[config.mk]
export PLATFORM = sky130hd
export DESIGN_NAME = vga_timing_gen
export DESIGN_NICKNAME = d
export VERILOG_FILES = /design/src/rtl/vga_timing_gen.sv
export SDC_FILE = /design/constraint.sdc
export NUM_CORES = 1
export LEC_CHECK = 0
export CORE_ASPECT_RATIO = 0.9
export CORE_MARGIN = 2
export CORE_UTILIZATION = 41
export DETAILED_ROUTE_END_ITERATION = 8
export PLACE_DENSITY = 0.71
export SETUP_SLACK_MARGIN = 0.4
export SKIP_CTS_REPAIR_TIMING = 1
export SLEW_MARGIN = 20
export SYNTH_ARGS = -nofsm -noshare
export SYNTH_HDL_FRONTEND = slang
export SYNTH_SLANG_ARGS = --single-unit
export TNS_END_PERCENT = 100
[constraint.sdc]
create_clock -name clk -period 2.72 [get_ports clk]
set_input_delay 0.272 -clock clk [delete_from_list [all_inputs] [get_ports clk]]
set_output_delay 0.272 -clock clk [all_outputs]
set_load 0.1 [all_outputs]
[src/rtl/vga_timing_gen.sv]
`default_nettype none
// ============================================================================
// Module      : vga_timing_gen
// Description : Parametrised VGA raster engine. Owns the pixel-clock divider
//               and the pixel/line counters, decodes active/sync/strobe
//               flags, delays them through a LAT-deep pipeline to line up
//               with a pixel generator of known latency, and drives the
//               registered colour, HSync and VSync DAC outputs plus one-clk
//               line/frame start strobes.
//
// Ports       : clk          - system clock
//               reset        - asynchronous, active-high reset
//               enable       - low holds the engine idle (synchronous)
//               color_in     - colour from the pixel generator
//               pixel_x      - current horizontal count, 0..H_TOTAL-1
//               pixel_y      - current vertical count,   0..V_TOTAL-1
//               pix_tick     - one-clk pixel-advance strobe
//               color        - registered colour to DAC (0 when blanked)
//               HSync/VSync  - registered syncs, active level H_POL/V_POL
//               line_start   - one clk after the tick that output x==0
//               frame_start  - one clk after the tick that output (0,0)
//
// Revision    : 1.0 - initial release
// ============================================================================
module vga_timing_gen #(
  parameter int COLOR_W  = 8,
  parameter int H_ACTIVE = 640,
  parameter int H_FP     = 16,
  parameter int H_SYNC   = 96,
  parameter int H_BP     = 48,
  parameter int V_ACTIVE = 480,
  parameter int V_FP     = 10,
  parameter int V_SYNC   = 2,
  parameter int V_BP     = 33,
  parameter bit H_POL    = 1'b0,
  parameter bit V_POL    = 1'b0,
  parameter int CLK_DIV  = 1,
  parameter int LAT      = 0
) (
  input  logic               clk,
  input  logic               reset,
  input  logic               enable,
  input  logic [COLOR_W-1:0] color_in,
  output logic [10:0]        pixel_x,
  output logic [10:0]        pixel_y,
  output logic               pix_tick,
  output logic [COLOR_W-1:0] color,
  output logic               HSync,
  output logic               VSync,
  output logic               line_start,
  output logic               frame_start
);

  // --------------------------------------------------------------------------
  // Derived geometry
  // --------------------------------------------------------------------------
  localparam int H_TOTAL = H_ACTIVE + H_FP + H_SYNC + H_BP;
  localparam int V_TOTAL = V_ACTIVE + V_FP + V_SYNC + V_BP;

  localparam logic [10:0] X_LAST    = 11'(H_TOTAL - 1);
  localparam logic [10:0] Y_LAST    = 11'(V_TOTAL - 1);
  localparam logic [10:0] X_ACT_END = 11'(H_ACTIVE);
  localparam logic [10:0] Y_ACT_END = 11'(V_ACTIVE);
  localparam logic [10:0] HS_START  = 11'(H_ACTIVE + H_FP);
  localparam logic [10:0] HS_END    = 11'(H_ACTIVE + H_FP + H_SYNC);
  localparam logic [10:0] VS_START  = 11'(V_ACTIVE + V_FP);
  localparam logic [10:0] VS_END    = 11'(V_ACTIVE + V_FP + V_SYNC);
  localparam logic [3:0]  DIV_LAST  = 4'(CLK_DIV - 1);

  // Bit positions of the decoded flag vector carried through the pipeline
  localparam int F_ACT = 4;
  localparam int F_HS  = 3;
  localparam int F_VS  = 2;
  localparam int F_LS  = 1;
  localparam int F_FS  = 0;

  // --------------------------------------------------------------------------
  // Elaboration-time parameter checks
  // --------------------------------------------------------------------------
  generate
    if (H_TOTAL > 2047) begin : g_chk_htotal
      $error("vga_timing_gen: H_TOTAL exceeds 2047");
    end
    if (V_TOTAL > 2047) begin : g_chk_vtotal
      $error("vga_timing_gen: V_TOTAL exceeds 2047");
    end
    if (CLK_DIV < 1 || CLK_DIV > 16) begin : g_chk_div
      $error("vga_timing_gen: CLK_DIV must be 1..16");
    end
    if (LAT < 0 || LAT > 7) begin : g_chk_lat
      $error("vga_timing_gen: LAT must be 0..7");
    end
  endgenerate

  // --------------------------------------------------------------------------
  // Pixel-clock divider
  // --------------------------------------------------------------------------
  logic [3:0] div_q, div_d;

  // Combinational so that it is constantly high when CLK_DIV == 1.
  assign pix_tick = (div_q == DIV_LAST);

  always_comb begin
    div_d = pix_tick ? 4'd0 : div_q + 4'd1;
  end

  always_ff @(posedge clk or posedge reset) begin
    if (reset) begin
      div_q <= 4'd0;
    end else if (!enable) begin
      div_q <= 4'd0;
    end else begin
      div_q <= div_d;
    end
  end

  // --------------------------------------------------------------------------
  // Pixel / line counters
  // --------------------------------------------------------------------------
  logic [10:0] x_q, x_d;
  logic [10:0] y_q, y_d;

  // y advances on the same tick that x wraps, so (X_LAST,Y_LAST) goes
  // straight to (0,0) with no intermediate value visible.
  always_comb begin
    x_d = x_q;
    y_d = y_q;
    if (pix_tick) begin
      if (x_q == X_LAST) begin
        x_d = 11'd0;
        y_d = (y_q == Y_LAST) ? 11'd0 : y_q + 11'd1;
      end else begin
        x_d = x_q + 11'd1;
      end
    end
  end

  always_ff @(posedge clk or posedge reset) begin
    if (reset) begin
      x_q <= 11'd0;
      y_q <= 11'd0;
    end else if (!enable) begin
      x_q <= 11'd0;
      y_q <= 11'd0;
    end else begin
      x_q <= x_d;
      y_q <= y_d;
    end
  end

  assign pixel_x = x_q;
  assign pixel_y = y_q;

  // --------------------------------------------------------------------------
  // Stage-0 decode
  // --------------------------------------------------------------------------
  logic [4:0] stage0;

  always_comb begin
    stage0        = 5'd0;
    stage0[F_ACT] = (x_q < X_ACT_END) && (y_q < Y_ACT_END);
    stage0[F_HS]  = (x_q >= HS_START) && (x_q < HS_END);
    stage0[F_VS]  = (y_q >= VS_START) && (y_q < VS_END);
    stage0[F_LS]  = (x_q == 11'd0);
    stage0[F_FS]  = (x_q == 11'd0) && (y_q == 11'd0);
  end

  // --------------------------------------------------------------------------
  // Latency pipeline: advances only on pix_tick so that the decoded flags
  // stay aligned with the pixel generator regardless of CLK_DIV.
  // --------------------------------------------------------------------------
  logic [4:0] pipe_out;

  generate
    if (LAT == 0) begin : g_no_pipe
      assign pipe_out = stage0;
    end else begin : g_pipe
      logic [4:0] pipe_q [LAT];

      always_ff @(posedge clk or posedge reset) begin
        if (reset) begin
          for (int i = 0; i < LAT; i++) pipe_q[i] <= 5'd0;
        end else if (!enable) begin
          for (int i = 0; i < LAT; i++) pipe_q[i] <= 5'd0;
        end else if (pix_tick) begin
          pipe_q[0] <= stage0;
          for (int i = 1; i < LAT; i++) pipe_q[i] <= pipe_q[i-1];
        end
      end

      assign pipe_out = pipe_q[LAT-1];
    end
  endgenerate

  // --------------------------------------------------------------------------
  // Output register
  // --------------------------------------------------------------------------
  logic [COLOR_W-1:0] color_q, color_d;
  logic               hsync_q, hsync_d;
  logic               vsync_q, vsync_d;
  logic               ls_q, ls_d;
  logic               fs_q, fs_d;

  always_comb begin
    color_d = color_q;
    hsync_d = hsync_q;
    vsync_d = vsync_q;
    if (pix_tick) begin
      color_d = pipe_out[F_ACT] ? color_in : '0;
      hsync_d = pipe_out[F_HS]  ? H_POL : ~H_POL;
      vsync_d = pipe_out[F_VS]  ? V_POL : ~V_POL;
    end
    // Strobes fall on the next clk even when the pixel period is longer.
    ls_d = pix_tick & pipe_out[F_LS];
    fs_d = pix_tick & pipe_out[F_FS];
  end

  always_ff @(posedge clk or posedge reset) begin
    if (reset) begin
      color_q <= '0;
      hsync_q <= ~H_POL;
      vsync_q <= ~V_POL;
      ls_q    <= 1'b0;
      fs_q    <= 1'b0;
    end else if (!enable) begin
      color_q <= '0;
      hsync_q <= ~H_POL;
      vsync_q <= ~V_POL;
      ls_q    <= 1'b0;
      fs_q    <= 1'b0;
    end else begin
      color_q <= color_d;
      hsync_q <= hsync_d;
      vsync_q <= vsync_d;
      ls_q    <= ls_d;
      fs_q    <= fs_d;
    end
  end

  assign color       = color_q;
  assign HSync       = hsync_q;
  assign VSync       = vsync_q;
  assign line_start  = ls_q;
  assign frame_start = fs_q;

endmodule
`default_nettype wire
# ---- Yosys cells after proc, flatten, opt, wreduce, memory -nomap -nowiden
# Index checks and enable logic that the tools add are counted.
dict set report word_totals {
  ff_bits 38
  out_inout_bits 35
}
dict set report classes {
  addsub 3
  n_lt_le_gt_ge 6
  eq_ne 4
  n_mux 20
  bitwise_logic 2
  n_reduce_logical 8
}
# cell count
set ops {}
lappend ops {{$mux W11} 7}
lappend ops {{$mux W8} 3}
lappend ops {{$add A11 B1 Y11 const B} 2}
lappend ops {{$eq A11 B10 Y1 const B} 2}
lappend ops {{$logic_not A11 Y1} 2}
lappend ops {{$lt A11 B10 Y1 const B} 2}
lappend ops {{$lt A11 B9 Y1 const B} 2}
lappend ops {{$ge A11 B10 Y1 const B} 1}
lappend ops {{$ge A11 B9 Y1 const B} 1}
lappend ops {{$mux W1} 8}
lappend ops {{$mux W4} 2}
lappend ops {{$add A4 B1 Y4 const B} 1}
lappend ops {{$logic_and A1 B1 Y1} 4}
lappend ops {{$logic_not A4 Y1} 1}
lappend ops {{$ne A2 B1 Y1 const B} 2}
lappend ops {{$and A1 B1 Y1} 2}
lappend ops {{$reduce_and A2 Y1} 1}

# ---- Logic depth before layout (Yosys ltp)
dict set report depth {
  word_depth 5
  mapped_depth 9
  ltp_nobuf 7
}

# ---- Worst setup path before layout
# OpenSTA, ideal clock, no wires.
dict set report synth_path {
  path_type {reg2reg}
  from {register y_q[0], in the netlist pixel_y[0]}
  to {register y_q[7], in the netlist pixel_y[7]}
  arrival_time_ns 2.267
  required_ns 2.594
  setup_slack_ns 0.327
  stages_incl_launch_ff 8
  n_path_buf 1
  period_less_slack_ns 2.393
  path_cell_list {dfrtp_1 inv_1 ha_1 or4b_4 o31ai_4 buf_6 nor2_4 a221o_1}
}
dict set report synth_between {
  elab_chain_cells 5
  elab_cells_between_ends 6
}
# item line_no
set synth_lines {}
lappend synth_lines {{start: declaration} 121} ;# logic [10:0] y_q, y_d;
lappend synth_lines {{start signal: assignment} 147} ;# y_q <= y_d;
lappend synth_lines {{$add A11 B1 Y11 / $eq A11 B10 Y1 (equally long branches)} 131} ;# y_d = (y_q == Y_LAST) ? 11'd0 : y_q + 11'd1;
lappend synth_lines {{$mux W11 *} 131}
lappend synth_lines {{$mux W11 *} 129} ;# if (x_q == X_LAST) begin
lappend synth_lines {{$mux W11 *} 128} ;# if (pix_tick) begin
lappend synth_lines {{$mux W11 *} 142} ;# end else if (!enable) begin
# Every way passes the cells marked *; elsewhere a longest branch is shown, timed or not. The select of a mux whose other input is x is not followed.
# A chain may end at the register's enable or synchronous reset.

# ---- Worst setup path after layout
dict set report layout_path {
  from {register y_q[0], in the netlist pixel_y[0]}
  to {register y_q[10], in the netlist pixel_y[10]}
}
# Same word-level chain as after synthesis.

==> reports/results.md <==
| Item | This run | Unit |
| --- | --- | --- |
| Transition time at the pin with the least slew margin | 0.5421 | ns |
| Remaining number of nets flagged by the antenna check after routing | 0 | - |
| Post-synthesis cell area | 2063 | um^2 |
| Remaining max-slew budget at the tightest pin | 63.86 | % |
| Worst hold-check slack | 0.3895 | ns |
| Routed wire per std cell | 15.25 | um |
| Largest stage delay, worst path | 0.48 | ns |
| Clock Skew | 0.009881 | ns |
| Biggest area consumer among synthesized cells | sky130_fd_sc_hd__dfrtp_1 | - |
| Die outline area | 5617 | um^2 |
| 1st-iter DRT viols | 134 | - |
| Proportion of layout cells with a drive suffix above 1 | 27.02 | % |
| Dominant register cell in the synthesized netlist | sky130_fd_sc_hd__dfrtp_1 | - |
| Slowest-stage cell, CP | sky130_fd_sc_hd__or4b_4 | - |
| Number of iterations in the first detailed-routing pass | 4 | - |
| Residual overflow from global routing | 0 | - |
| Clock slew at the register clock pins of the worst setup and hold paths | 0.08 | ns |
| Layout Utilization | 54.09 | % |
| Outcome | finished clean | - |
| TritonCTS buffer count | 5 | - |
| Via count of the first global-routing pass | 1,658 | - |
| Max-capacitance violation count | 0 | - |
| Min Clock Period, post-route | 2.198 | ns |
| Largest net degree at the start of global routing | 39 | - |
| Most used cells in the layout excluding fill and tap cells | 41 x sky130_fd_sc_hd__buf_4, 33 x sky130_fd_sc_hd__dfrtp_1, 14 x sky130_fd_sc_hd__nor2_1 | - |
| Maximum fanout along the worst path | 11 | - |
| Vias | 1,719 | - |
| Static power due to leakage | 1.139 | nW |
| Avg Vias per Cell | 5.492 | - |
| Top area cells in the synthesized netlist | sky130_fd_sc_hd__dfrtp_1 44%, sky130_fd_sc_hd__a22o_1 4.7%, sky130_fd_sc_hd__ha_1 3.6%, sky130_fd_sc_hd__xnor2_1 3.0%, sky130_fd_sc_hd__dfstp_2 2.5% | - |
| Number of design rule violations left after detail routing | 0 | - |
| Final hold viol count | 0 | - |
| Fraction of synthesized cell area taken by the top area cell type | 43.66 | % |
| Combined global-route utilization of all metal layers | 18.75 | % |
| Final setup violation count | 0 | - |
| Cell variety after synth | 49 | - |
| Number of H-tree levels | 2 | - |
| Quantity of I/O buffers inserted on ports | 45 | - |
| Clock tree from TritonCTS | done | - |
| Critical path cell sequence | inv_1 -> ha_1 -> or4b_4 -> o31ai_4 -> and4bb_2 -> o22a_1 | - |
| Die X | 78.78 | um |
| Peak supply drop | 372.2 | uV |
| Number of synthesized flops with an enable pin | 0 | - |
| Worst setup path class | register to register | - |
| TritonCTS Sinks | 38 | - |
| Kind of launch point of the worst setup path | register | - |
| Achievable frequency | 455.0 | MHz |
| Placeable Area | 4835 | um^2 |
| Final slew viol count | 0 | - |
| IO Pins | 46 | - |
| Mapped Cells | 199 | - |
| Starting utilization of the core area | 42.68 | % |
| Power per unit of standard cell area | 657.3 | nW/um^2 |
| Clock root cell | sky130_fd_sc_hd__clkbuf_8 | - |
| Number of nets in the layout | 264 | - |
| Worst skew pair latency | 0.29 | ns |
| Critical path capture point type | register | - |
| Data arrival time of the critical path | 2.37 | ns |
| Setup TNS | 0 | ns |
| Initial antenna violation count | 0 | - |
| Leading cell type in the layout, fill and taps excluded | sky130_fd_sc_hd__buf_4 | - |
| Count of state elements after synthesis | 38 | - |
| Antenna diode count | 0 | - |
| Synthesized area per cell | 10.37 | um^2 |
| Deepest clock path buffer count | 2 | - |
| Final GP Congestion | 0.7990 | - |
| Async S/R FF share, synth | 100.0 | % |
| Sum of net half-perimeters after detailed placement | 3.407 | mm |
| Relative area change from synthesis to final layout | 26.74 | % |
| Period utilization | 80.80 | % |
| Data required time at the worst endpoint | 2.90 | ns |
| Final WL | 4.773 | mm |
| Die Ht | 71.30 | um |
| Tightest Hold Check Type | input pin to asynchronous set/reset pin | - |
| Sequential-to-total area share from yosys stat | 46.21 | % |
| Global-route wire length before repair | 8.342 | mm |
| Site row count | 24 | - |
| Net Count, Synth | 216 | - |
| Setup repair after global routing missed its margin | false | - |
| Warnings, synthesis | 0 | - |
==> worst paths after layout <==
| check | start | slack (ns) | end | cells past startpoint |
|---|---|---|---|---|
| min reg2reg | div_q[0] | 0.51 | div_q[0] | 1 |
| min | reset | 0.39 | pixel_y[2] | 3 |
| max | pixel_y[0] | 0.52 | pixel_y[10] | 6 |
| min in group clk | div_q[0] | 0.51 | div_q[0] | 1 |
| max in group asynchronous | reset | 1.97 | VSync | 3 |
| max reg2reg | pixel_y[0] | 0.52 | pixel_y[10] | 6 |
==> stage by stage <==
| stage | total power (W) | std cells | setup slack (ns) | instance area [um^2] |
|---|---|---|---|---|
| after floorplan | 0.001107 | 199 | 0.4034 | 2067 |
| after global placement | 0.001241 | 303 | 0.5400 | 2486 |
| after detailed placement | 0.001247 | 303 | 0.4939 | 2486 |
| after CTS | 0.001728 | 311 | 0.4682 | 2600 |
| after global routing | 0.001794 | 313 | 0.4273 | 2615 |
| final | 0.001719 | 313 | 0.5223 | 2615 |
==> flip-flops by register name, summed over array words and instances, names as in the netlist <==
signal       count
HSync            1
line_start       1
color            8
pixel_x         11
pixel_y         11
div_q            4
frame_start      1
VSync            1
==> final cells by class <==
cell class                 count  area, um^2
sequential                    38       957.2
multi-input combinational    139        1005
clock inverter                 3       45.04
inverter                      12       50.05
timing repair buffer          51       407.9
clock buffer                   5       68.82
tap                           65       81.33
fill                         435        2220
==> critical path, delay by kind of cell, from the launching register on <==
kind / cells / cell delay, ns
AND/OR/NAND/NOR: 2 / 0.78
AO/OA/AOI/OAI: 2 / 0.66
flip-flops: 1 / 0.45
adder cells (fa/ha/maj): 1 / 0.13
buffers and inverters: 1 / 0.07
==> power breakdown <==
group	switching, W	internal [W]	total [W]
logic	0.000457	0.000132	0.000589
registers	0.0000352	0.000609	0.000644
clock network	0.000213	0.000273	0.000485
total	0.000705	0.00101	0.00172
==> cells in the mapped netlist (all sizes together), types with 2 or more instances <==
cell	count
dfrtp	36
nor2	15
nand2	13
a22o	12
inv	11
nand3	9
o21ai	7
xnor2	7
and2	6
ha	6
buf	5
clkbuf	5
nand4	5
nor3	5
nor4	5
a21oi	4
and4bb	4
or3	4
a211oi	3
a31oi	3
xor2	3
a2111oi	2
and4	2
dfstp	2
nand4b	2
nand4bb	2
nor3b	2
o21a	2
o22a	2
o311ai	2
o31ai	2
==> per-layer routing <==
layer / track usage [%] / vias up / wire (um)
met5: 0 / - / 0
met1: 26.97 / 833 / 2273
li1: - / 832 / -
met3: 3.778 / 4 / 298
met4: 4.678 / 0 / 32
met2: 29.25 / 50 / 2168
==> cell families after synthesis <==
group	after synthesis	share of synthesized area [%]
AO/OA/AOI/OAI	43	16.56
XOR/XNOR	10	4.245
adder cells (fa/ha/maj)	6	3.638
buffers and inverters	22	5.094
flip-flops	38	46.21
multiplexers	1	0.5457
AND/OR/NAND/NOR	79	23.71
No activity file was read; power rests on OpenSTA's default activity.
